## config.mk

```make
export PLATFORM = sky130hd
export DESIGN_NAME = key_debouncer_flat
export DESIGN_NICKNAME = d
export VERILOG_FILES = /design/src/rtl/key_debouncer_pkg.sv /design/src/rtl/key_debouncer_if.sv /design/src/rtl/key_debouncer_sync_2ff.sv /design/src/rtl/key_debouncer.sv /design/src/flat_wrapper.sv
export SDC_FILE = /design/constraint.sdc
export NUM_CORES = 1
export LEC_CHECK = 0
export ABC_AREA = 1
export BUFFER_PORTS_ARGS = -buffer_cell sky130_fd_sc_hd__buf_2
export CAP_MARGIN = 30
export CORE_AREA = 2 2 39 41
export CTS_CLUSTER_SIZE = 12
export DETAILED_ROUTE_END_ITERATION = 16
export DIE_AREA = 0 0 41 43
export GPL_ROUTABILITY_DRIVEN = 0
export SYNTH_ARGS = -nofsm -noshare
export SYNTH_HDL_FRONTEND = slang
export SYNTH_HIERARCHICAL = 1
export SYNTH_SLANG_ARGS = --single-unit
```

## constraint.sdc

```tcl
create_clock -name clk -period 0.84 [get_ports clk]
set_input_delay 0.084 -clock clk [delete_from_list [all_inputs] [get_ports clk]]
set_output_delay 0.084 -clock clk [all_outputs]
set_load 0.02 [all_outputs]
```

## src/rtl/key_debouncer_pkg.sv

```systemverilog
// key_debouncer_pkg: shared FSM encodings for the key debouncer.
// Imported by the debouncer top.
package key_debouncer_pkg;

  typedef enum logic [1:0] {
    IDLE         = 2'b00,
    WAIT_PRESS   = 2'b01,
    PRESSED      = 2'b10,
    WAIT_RELEASE = 2'b11
  } state_e;

  localparam int unsigned KD_DEF_CYCLES = 4;

  // Level implied by a state: 1 while the key counts as pressed.
  function automatic logic level_of(state_e s);
    return (s == PRESSED) || (s == WAIT_RELEASE);
  endfunction

endpackage

```

## src/rtl/key_debouncer_if.sv

```systemverilog
// key_debouncer_if: raw key input and debounced key outputs.
// master drives key_in; slave (debouncer) drives level/strobes.
interface key_debouncer_if;

  logic key_in;
  logic key_level;
  logic key_press;
  logic key_release;

  modport master (
    output key_in,
    input  key_level,
    input  key_press,
    input  key_release
  );

  modport slave (
    input  key_in,
    output key_level,
    output key_press,
    output key_release
  );

endinterface

```

## src/rtl/key_debouncer_sync_2ff.sv

```systemverilog
// sync_2ff: two-flop synchronizer, sync active-high reset to 0.
// Ports: clk, rst, d_i (async level), q_o (synchronized level).
module sync_2ff (
  input  logic clk,
  input  logic rst,
  input  logic d_i,
  output logic q_o
);

  logic meta_q;
  logic sync_q;

  always_ff @(posedge clk) begin
    if (rst) begin
      meta_q <= 1'b0;
      sync_q <= 1'b0;
    end else begin
      meta_q <= d_i;
      sync_q <= meta_q;
    end
  end

  assign q_o = sync_q;

endmodule

```

## src/rtl/key_debouncer.sv

```systemverilog
// key_debouncer: sync + consecutive-sample filter for a push button.
// Ports: clk, rst, kif (key_in in; key_level/key_press/key_release out).
module key_debouncer
  import key_debouncer_pkg::*;
#(
  parameter int unsigned DEBOUNCE_CYCLES = KD_DEF_CYCLES,
  parameter bit          INVERT          = 1'b0
) (
  input  logic           clk,
  input  logic           rst,
  key_debouncer_if.slave kif
);

  localparam int unsigned CNT_W = $clog2(DEBOUNCE_CYCLES);
  localparam logic [CNT_W-1:0] CNT_MAX =
    CNT_W'(DEBOUNCE_CYCLES - 1);
  localparam logic [CNT_W-1:0] CNT_ONE = CNT_W'(1);

  logic s_q;

  // Polarity fixed before sync so the FSM always sees 1 = pressed.
  sync_2ff u_sync (
    .clk (clk),
    .rst (rst),
    .d_i (kif.key_in ^ INVERT),
    .q_o (s_q)
  );

  state_e           state_q, state_d;
  logic [CNT_W-1:0] cnt_q, cnt_d;
  logic             level_q, level_d;
  logic             press_q, press_d;
  logic             rel_q, rel_d;

  always_ff @(posedge clk) begin
    if (rst) begin
      state_q <= IDLE;
      cnt_q   <= '0;
      level_q <= 1'b0;
      press_q <= 1'b0;
      rel_q   <= 1'b0;
    end else begin
      state_q <= state_d;
      cnt_q   <= cnt_d;
      level_q <= level_d;
      press_q <= press_d;
      rel_q   <= rel_d;
    end
  end

  always_comb begin
    state_d = state_q;
    cnt_d   = cnt_q;
    level_d = level_of(state_q);
    press_d = 1'b0;
    rel_d   = 1'b0;
    unique case (state_q)
      IDLE: begin
        if (s_q) begin
          state_d = WAIT_PRESS;
          cnt_d   = CNT_ONE;
        end else begin
          cnt_d   = '0;
        end
      end
      WAIT_PRESS: begin
        if (!s_q) begin
          state_d = IDLE;
          cnt_d   = '0;
        end else if (cnt_q == CNT_MAX) begin
          state_d = PRESSED;
          level_d = 1'b1;
          press_d = 1'b1;
          cnt_d   = '0;
        end else begin
          cnt_d   = cnt_q + CNT_ONE;
        end
      end
      PRESSED: begin
        if (!s_q) begin
          state_d = WAIT_RELEASE;
          cnt_d   = CNT_ONE;
        end else begin
          cnt_d   = '0;
        end
      end
      WAIT_RELEASE: begin
        if (s_q) begin
          state_d = PRESSED;
          cnt_d   = '0;
        end else if (cnt_q == CNT_MAX) begin
          state_d = IDLE;
          level_d = 1'b0;
          rel_d   = 1'b1;
          cnt_d   = '0;
        end else begin
          cnt_d   = cnt_q + CNT_ONE;
        end
      end
      default: begin
        state_d = IDLE;
        cnt_d   = '0;
        level_d = 1'b0;
      end
    endcase
  end

  assign kif.key_level   = level_q;
  assign kif.key_press   = press_q;
  assign kif.key_release = rel_q;

endmodule

```

## src/flat_wrapper.sv

```systemverilog
// flat-port wrapper written by rule: the top's interface ports become plain ports
module key_debouncer_flat import key_debouncer_pkg::*;
#(
  parameter int unsigned DEBOUNCE_CYCLES = KD_DEF_CYCLES,
  parameter bit          INVERT          = 1'b0
)
  (clk, rst, kif_key_in, kif_key_level, kif_key_press, kif_key_release);
  key_debouncer_if kif_i ();
  input  logic clk;
  input  logic rst;
  input wire logic [$bits(kif_i.key_in)-1:0] kif_key_in;
  output wire logic [$bits(kif_i.key_level)-1:0] kif_key_level;
  output wire logic [$bits(kif_i.key_press)-1:0] kif_key_press;
  output wire logic [$bits(kif_i.key_release)-1:0] kif_key_release;
  assign kif_i.key_in = kif_key_in;
  assign kif_key_level = kif_i.key_level;
  assign kif_key_press = kif_i.key_press;
  assign kif_key_release = kif_i.key_release;
  key_debouncer #(.DEBOUNCE_CYCLES(DEBOUNCE_CYCLES), .INVERT(INVERT)) u_core (.clk(clk), .rst(rst), .kif(kif_i));
endmodule
```

-- After elaboration in Yosys (flattened, before gate mapping)
Cells that the tools add are included.
- shift-type cells: 0
- divide/modulo/power cells: 0
- bitwise operators: 3
- magnitude comparators: 0
- multipliers: 0
- reductions and logical operators: 5
- $add $sub $neg: 1
- muxes and demuxes: 19
- equal/unequal tests: 8
- operators with widths (kind ; count):
    2-to-1 mux 2 bit ; 9
    case mux 2 bit (4 select lines) ; 2
    2-to-1 mux 1 bit ; 7
    equality test 2 bit (second input constant) ; 3
    OR reduction 3 bit ; 2
    inequality test 2 bit (second input constant) ; 2
    AND reduction 4 bit ; 1
    inequality test 3 x 2 -> 1 bit (second input constant) ; 1
    inequality test 3 bit (second input constant) ; 1
    NOT 1 bit ; 3
    adder 2 x 1 -> 2 bit (second input constant) ; 1
    equality test 2 x 1 -> 1 bit (second input constant) ; 1
    zero test 2 bit ; 1
    case mux 1 bit (2 select lines) ; 1
    logical OR 1 bit ; 1
- memory bits (read-only): 0
- output and inout port bits: 3
- latch bits: 0
- memories kept: 0
- bits in writable memories: 0
- register bits after elaboration: 9
- word-level logic and storage cells: 43
- input bits: 3

-- Logic depth before layout (Yosys ltp)
- depth after elaboration: 5
- depth in mapped cells: 5
- mapped depth without buffers: 5

-- Hierarchy
The synthesis kept the hierarchy.
- by module, submodules not included (module ; seq. area each (sq um) ; area each (sq um) ; instances ; cells an instance):
    key_debouncer ; 140.1 ; 240.2 ; 1 ; 29
    sync_2ff ; 40.0 ; 55.1 ; 1 ; 6

-- Least setup slack after synthesis
Ideal clock, no wire load.
- path kind: register to register
- start point: reg u_core.cnt_q[0]
- end point: reg u_core.cnt_q[0]
- library setup time: 64 ps
- required time: 776 ps
- buffers on the path: 0
- arrival: 814 ps
- period minus slack after synthesis: 878 ps
- path slack: -38 ps
- cell stages (with the launch flop): 5
- cells stage by stage: dfxtp_1 ha_1 a21oi_1 nand2_1 nor2_1
- cells in the longest elaborated chain, start to end: 4
- elaborated cells on any way between the ends: 6
- those cells by class: add/sub (1); eq/ne (1); mux (4)
- ends and longest elaborated chain (item ; line ; text):
    start: declaration ; key_debouncer.sv:30 ; logic [CNT_W-1:0] cnt_q, cnt_d;
    start signal: assignment ; key_debouncer.sv:44 ; cnt_q <= cnt_d;
    adder 2 x 1 -> 2 bit or equality test 2 bit (tied branches) ; n/a ;
    2-to-1 mux 2 bit * ; key_debouncer.sv:70, key_debouncer.sv:91 ;
    2-to-1 mux 2 bit (on tied branches) ; key_debouncer.sv:88, key_debouncer.sv:67 ;
    case mux 2 bit (4 select lines) * ; key_debouncer.sv:57 ; unique case (state_q)
Mark *: on every way between the ends. The rest lies on a longest branch, timed or not.
A chain may end at the register's enable or synchronous reset.

-- Final worst setup path
Same ends and word-level chain as after synthesis.

==> impl_metrics.sql <==
INSERT INTO impl_metrics (metric_group, metric, value, unit) VALUES
('outcome', 'outcome', 'finished, violations left', ''),
('outcome', 'failing_checks', 'negative setup slack', ''),
('grt', 'globalRouteOverflowTotal', '0', ''),
('power_and_ir_drop', 'p_seq_share', '55.6', '%'),
('synth', 'ys_seq_area_share', '61.0', '%'),
('synth', 'postSynth.asyncResetShare', '0', '%'),
('timing', 'fin_skew', '0.00356', 'ns'),
('clock_tree', 'cts_setup_buffers', '0', ''),
('synth', 'yosys_most_used_dff', 'sky130_fd_sc_hd__dfxtp_1', ''),
('clock_tree', 'clk_pin_slew', '0.06', 'ns'),
('timing', 'holdWs', '0.0299', 'ns'),
('place', 'place_area', '347', 'um2'),
('timing', 'timing_worst_slew_pin_value', '0.160', 'ns'),
('floorplanning', 'num_rows', '14', ''),
('timing', 'post-route-worst-setup-slack', '-0.0256', 'ns'),
('detailed_routing', 'drt_iter0_markers', '10', ''),
('worst_hold_path', 'hold_path.class', 'in2reg', ''),
('synth', 'synthDominantCellAreaShare', '61.0', '%'),
('job', 'max_cap_violations', '0', ''),
('grt', 'grt_antenna_before_repair', '0', ''),
('detailed_routing', 'final_antenna_net_count', '0', ''),
('detailed_routing', 'routed_via_density', '4.12', ''),
('synth', 'synth_edf_count', '0', ''),
('synth', 'synth_area_leaders', 'sky130_fd_sc_hd__dfxtp_1, sky130_fd_sc_hd__nand2_1, sky130_fd_sc_hd__inv_1', ''),
('floorplanning', 'design.portCount', '6', ''),
('synth', 'syn_area', '295', 'um2'),
('floorplanning', 'floorplan.die.height', '43', 'um'),
('power_and_ir_drop', 'ir_worst_vdd', '0.629', 'mV'),
('clock_tree', 'clk-insertion-delay-late', '0.25', 'ns'),
('detailed_routing', 'highest-signal-layer', 'met3', ''),
('finish', 'antenna_cells', '0', ''),
('detailed_routing', 'totalWireLength', '553', 'um'),
('power_and_ir_drop', 'netSwitchingPower', '0.165', 'mW'),
('synth', 'synth_top_area_cell', 'sky130_fd_sc_hd__dfxtp_1', ''),
('synth', 'post_synth.cell_area_avg', '8.44', 'um2'),
('critical_path', 'critPathCaptureType', 'flip-flop', ''),
('detailed_routing', 'route.met3.wl', '29', 'um'),
('synth', 'ys_top_cells_by_count', 'sky130_fd_sc_hd__dfxtp_1, sky130_fd_sc_hd__nand2_1, sky130_fd_sc_hd__inv_1', ''),
('detailed_routing', 'num_vias', '247', ''),
('critical_path', 'timing.critical_path.fanout_max', '3', ''),
('finish', 'postLayoutCellArea', '415', 'um2'),
('clock_tree', 'max-clock-path-buffers', '2', ''),
('grt', 'first_pass_grt_wire_length', '841', 'um'),
('clock_tree', 'cts_tree', 'yes', ''),
('floorplanning', 'initial_core_util', '21.3', '%'),
('detailed_routing', 'met1Wirelength', '214', 'um'),
('worst_hold_path', 'worstHoldPathCells', '3', ''),
('floorplanning', 'fp.dieArea', '0.00176', 'mm2'),
('timing', 'report.final.slew_viol_count', '0', ''),
('synth', 'post_synth_xor_xnor_area', '0', '%'),
('power_and_ir_drop', 'cell_leakage_power', '0.194', 'nW'),
('synth', 'synth-simple-area-share', '22.5', '%'),
('place', 'place_ws', '-0.0440', 'ns'),
('synth', 'synth_nets', '39', ''),
('finish', 'layout-area-overhead-vs-synth', '40.7', '%'),
('synth', 'synthMuxAreaShare', '0', '%'),
('power_and_ir_drop', 'share_of_total_power_consumed_by_net_switching', '20.8', '%'),
('finish', 'design.final.nets', '49', ''),
('floorplanning', 'core_area', '0.00138', 'mm2'),
('synth', 'synthAdderAreaFrac', '4.24', '%'),
('place', 'hpwlAfterDp', '321', 'um'),
('detailed_routing', 'post-route-drc-count', '0', ''),
('timing', 'finalSetupViolations', '1', ''),
('timing', 'timing.setup.tns', '-0.0256', 'ns'),
('critical_path', 'cp_data_required_time', '1.03', 'ns'),
('clock_tree', 'ctsHtreeMaxLevel', '1', ''),
('place', 'portBuffers', '5', ''),
('power_and_ir_drop', 'power_density', '1910', 'mW/mm2'),
('timing', 'max_freq', '1160', 'MHz'),
('synth', 'synth-seq-cells', '9', ''),
('power_and_ir_drop', 'part_of_the_power_in_combinational_logic', '3.6', '%');
## critical path: stages, from the launching register on
cell and delay, ns:
sky130_fd_sc_hd__dfxtp_2 0.33, sky130_fd_sc_hd__ha_4 0.17, sky130_fd_sc_hd__a21oi_4 0.13, sky130_fd_sc_hd__nand2_1 0.08, sky130_fd_sc_hd__nor2_1 0.09
## layout by cell type (no fill, tap or decap)
| cell type | count |
|---|---|
| sky130_fd_sc_hd__nor3_2 | 2 |
| sky130_fd_sc_hd__ha_4 | 1 |
| sky130_fd_sc_hd__nand2_1 | 9 |
| sky130_fd_sc_hd__a21oi_4 | 1 |
| sky130_fd_sc_hd__clkbuf_1 | 1 |
| sky130_fd_sc_hd__dfxtp_1 | 6 |
| sky130_fd_sc_hd__nor2_1 | 3 |
| sky130_fd_sc_hd__nand3_2 | 1 |
| sky130_fd_sc_hd__clkbuf_4 | 3 |
| sky130_fd_sc_hd__buf_4 | 1 |
| sky130_fd_sc_hd__nand4_1 | 1 |
| sky130_fd_sc_hd__inv_1 | 7 |
| sky130_fd_sc_hd__dfxtp_2 | 3 |
| sky130_fd_sc_hd__a21oi_2 | 1 |
| sky130_fd_sc_hd__buf_2 | 4 |
## kinds of logic after synthesis
family / Yosys count
and+or+nand+nor: 16
DFF: 9
adders and majority gates: 1
buffers and inverters: 7
AOI/OAI and AO/OA: 2
## power by group through the flow
stage | logic [mW] | registers (mW) | clock network, mW
after floorplan | 0.0120 | 0.447 | 0
after global placement | 0.0216 | 0.448 | 0
after CTS | 0.0247 | 0.439 | 0.338
after global routing | 0.0321 | 0.440 | 0.361
after detailed placement | 0.0223 | 0.448 | 0
final | 0.0285 | 0.440 | 0.324
## metrics by stage
step,instances,util [%],power [mW]
after floorplan,35,-,0.459
after global placement,56,25.0,0.469
after detailed placement,56,25.0,0.470
after CTS,60,28.4,0.803
after global routing,60,30.0,0.834
final,60,30.0,0.793
## cell type report
cell class | count | area, um2
clock buffers | 4 | 26.3
fillers | 156 | 968
inverters | 7 | 26.3
multi-input cells | 19 | 131
flip-flops and latches | 9 | 184
well taps | 16 | 20.0
repair buffers | 5 | 27.5
## metal layers
metal	GRT usage [%]	up-vias
met2	10.6	4
met1	7.47	119
met5	0	-
met3	4.71	0
li1	-	124
met4	8.00	0
## repair_timing
| item | 4_1_cts | 5_1_grt |
|---|---|---|
| gates resized for setup | 4 | 6 |
| pin swaps | 4 | 1 |
| endpoints found under the setup margin | 6 | 8 |
## worst paths after layout
check | from | end | slack [ns]
worst max-delay path | u_core/cnt_q[0] | u_core/cnt_q[0] | -0.03
worst min-delay path | kif_key_in | u_core/u_sync/meta_q | 0.03
worst max register to register | u_core/cnt_q[0] | u_core/cnt_q[0] | -0.03
worst min register to register | u_core/u_sync/meta_q | u_core/u_sync/q_o | 0.41
(Power assumes the default switching activity.)
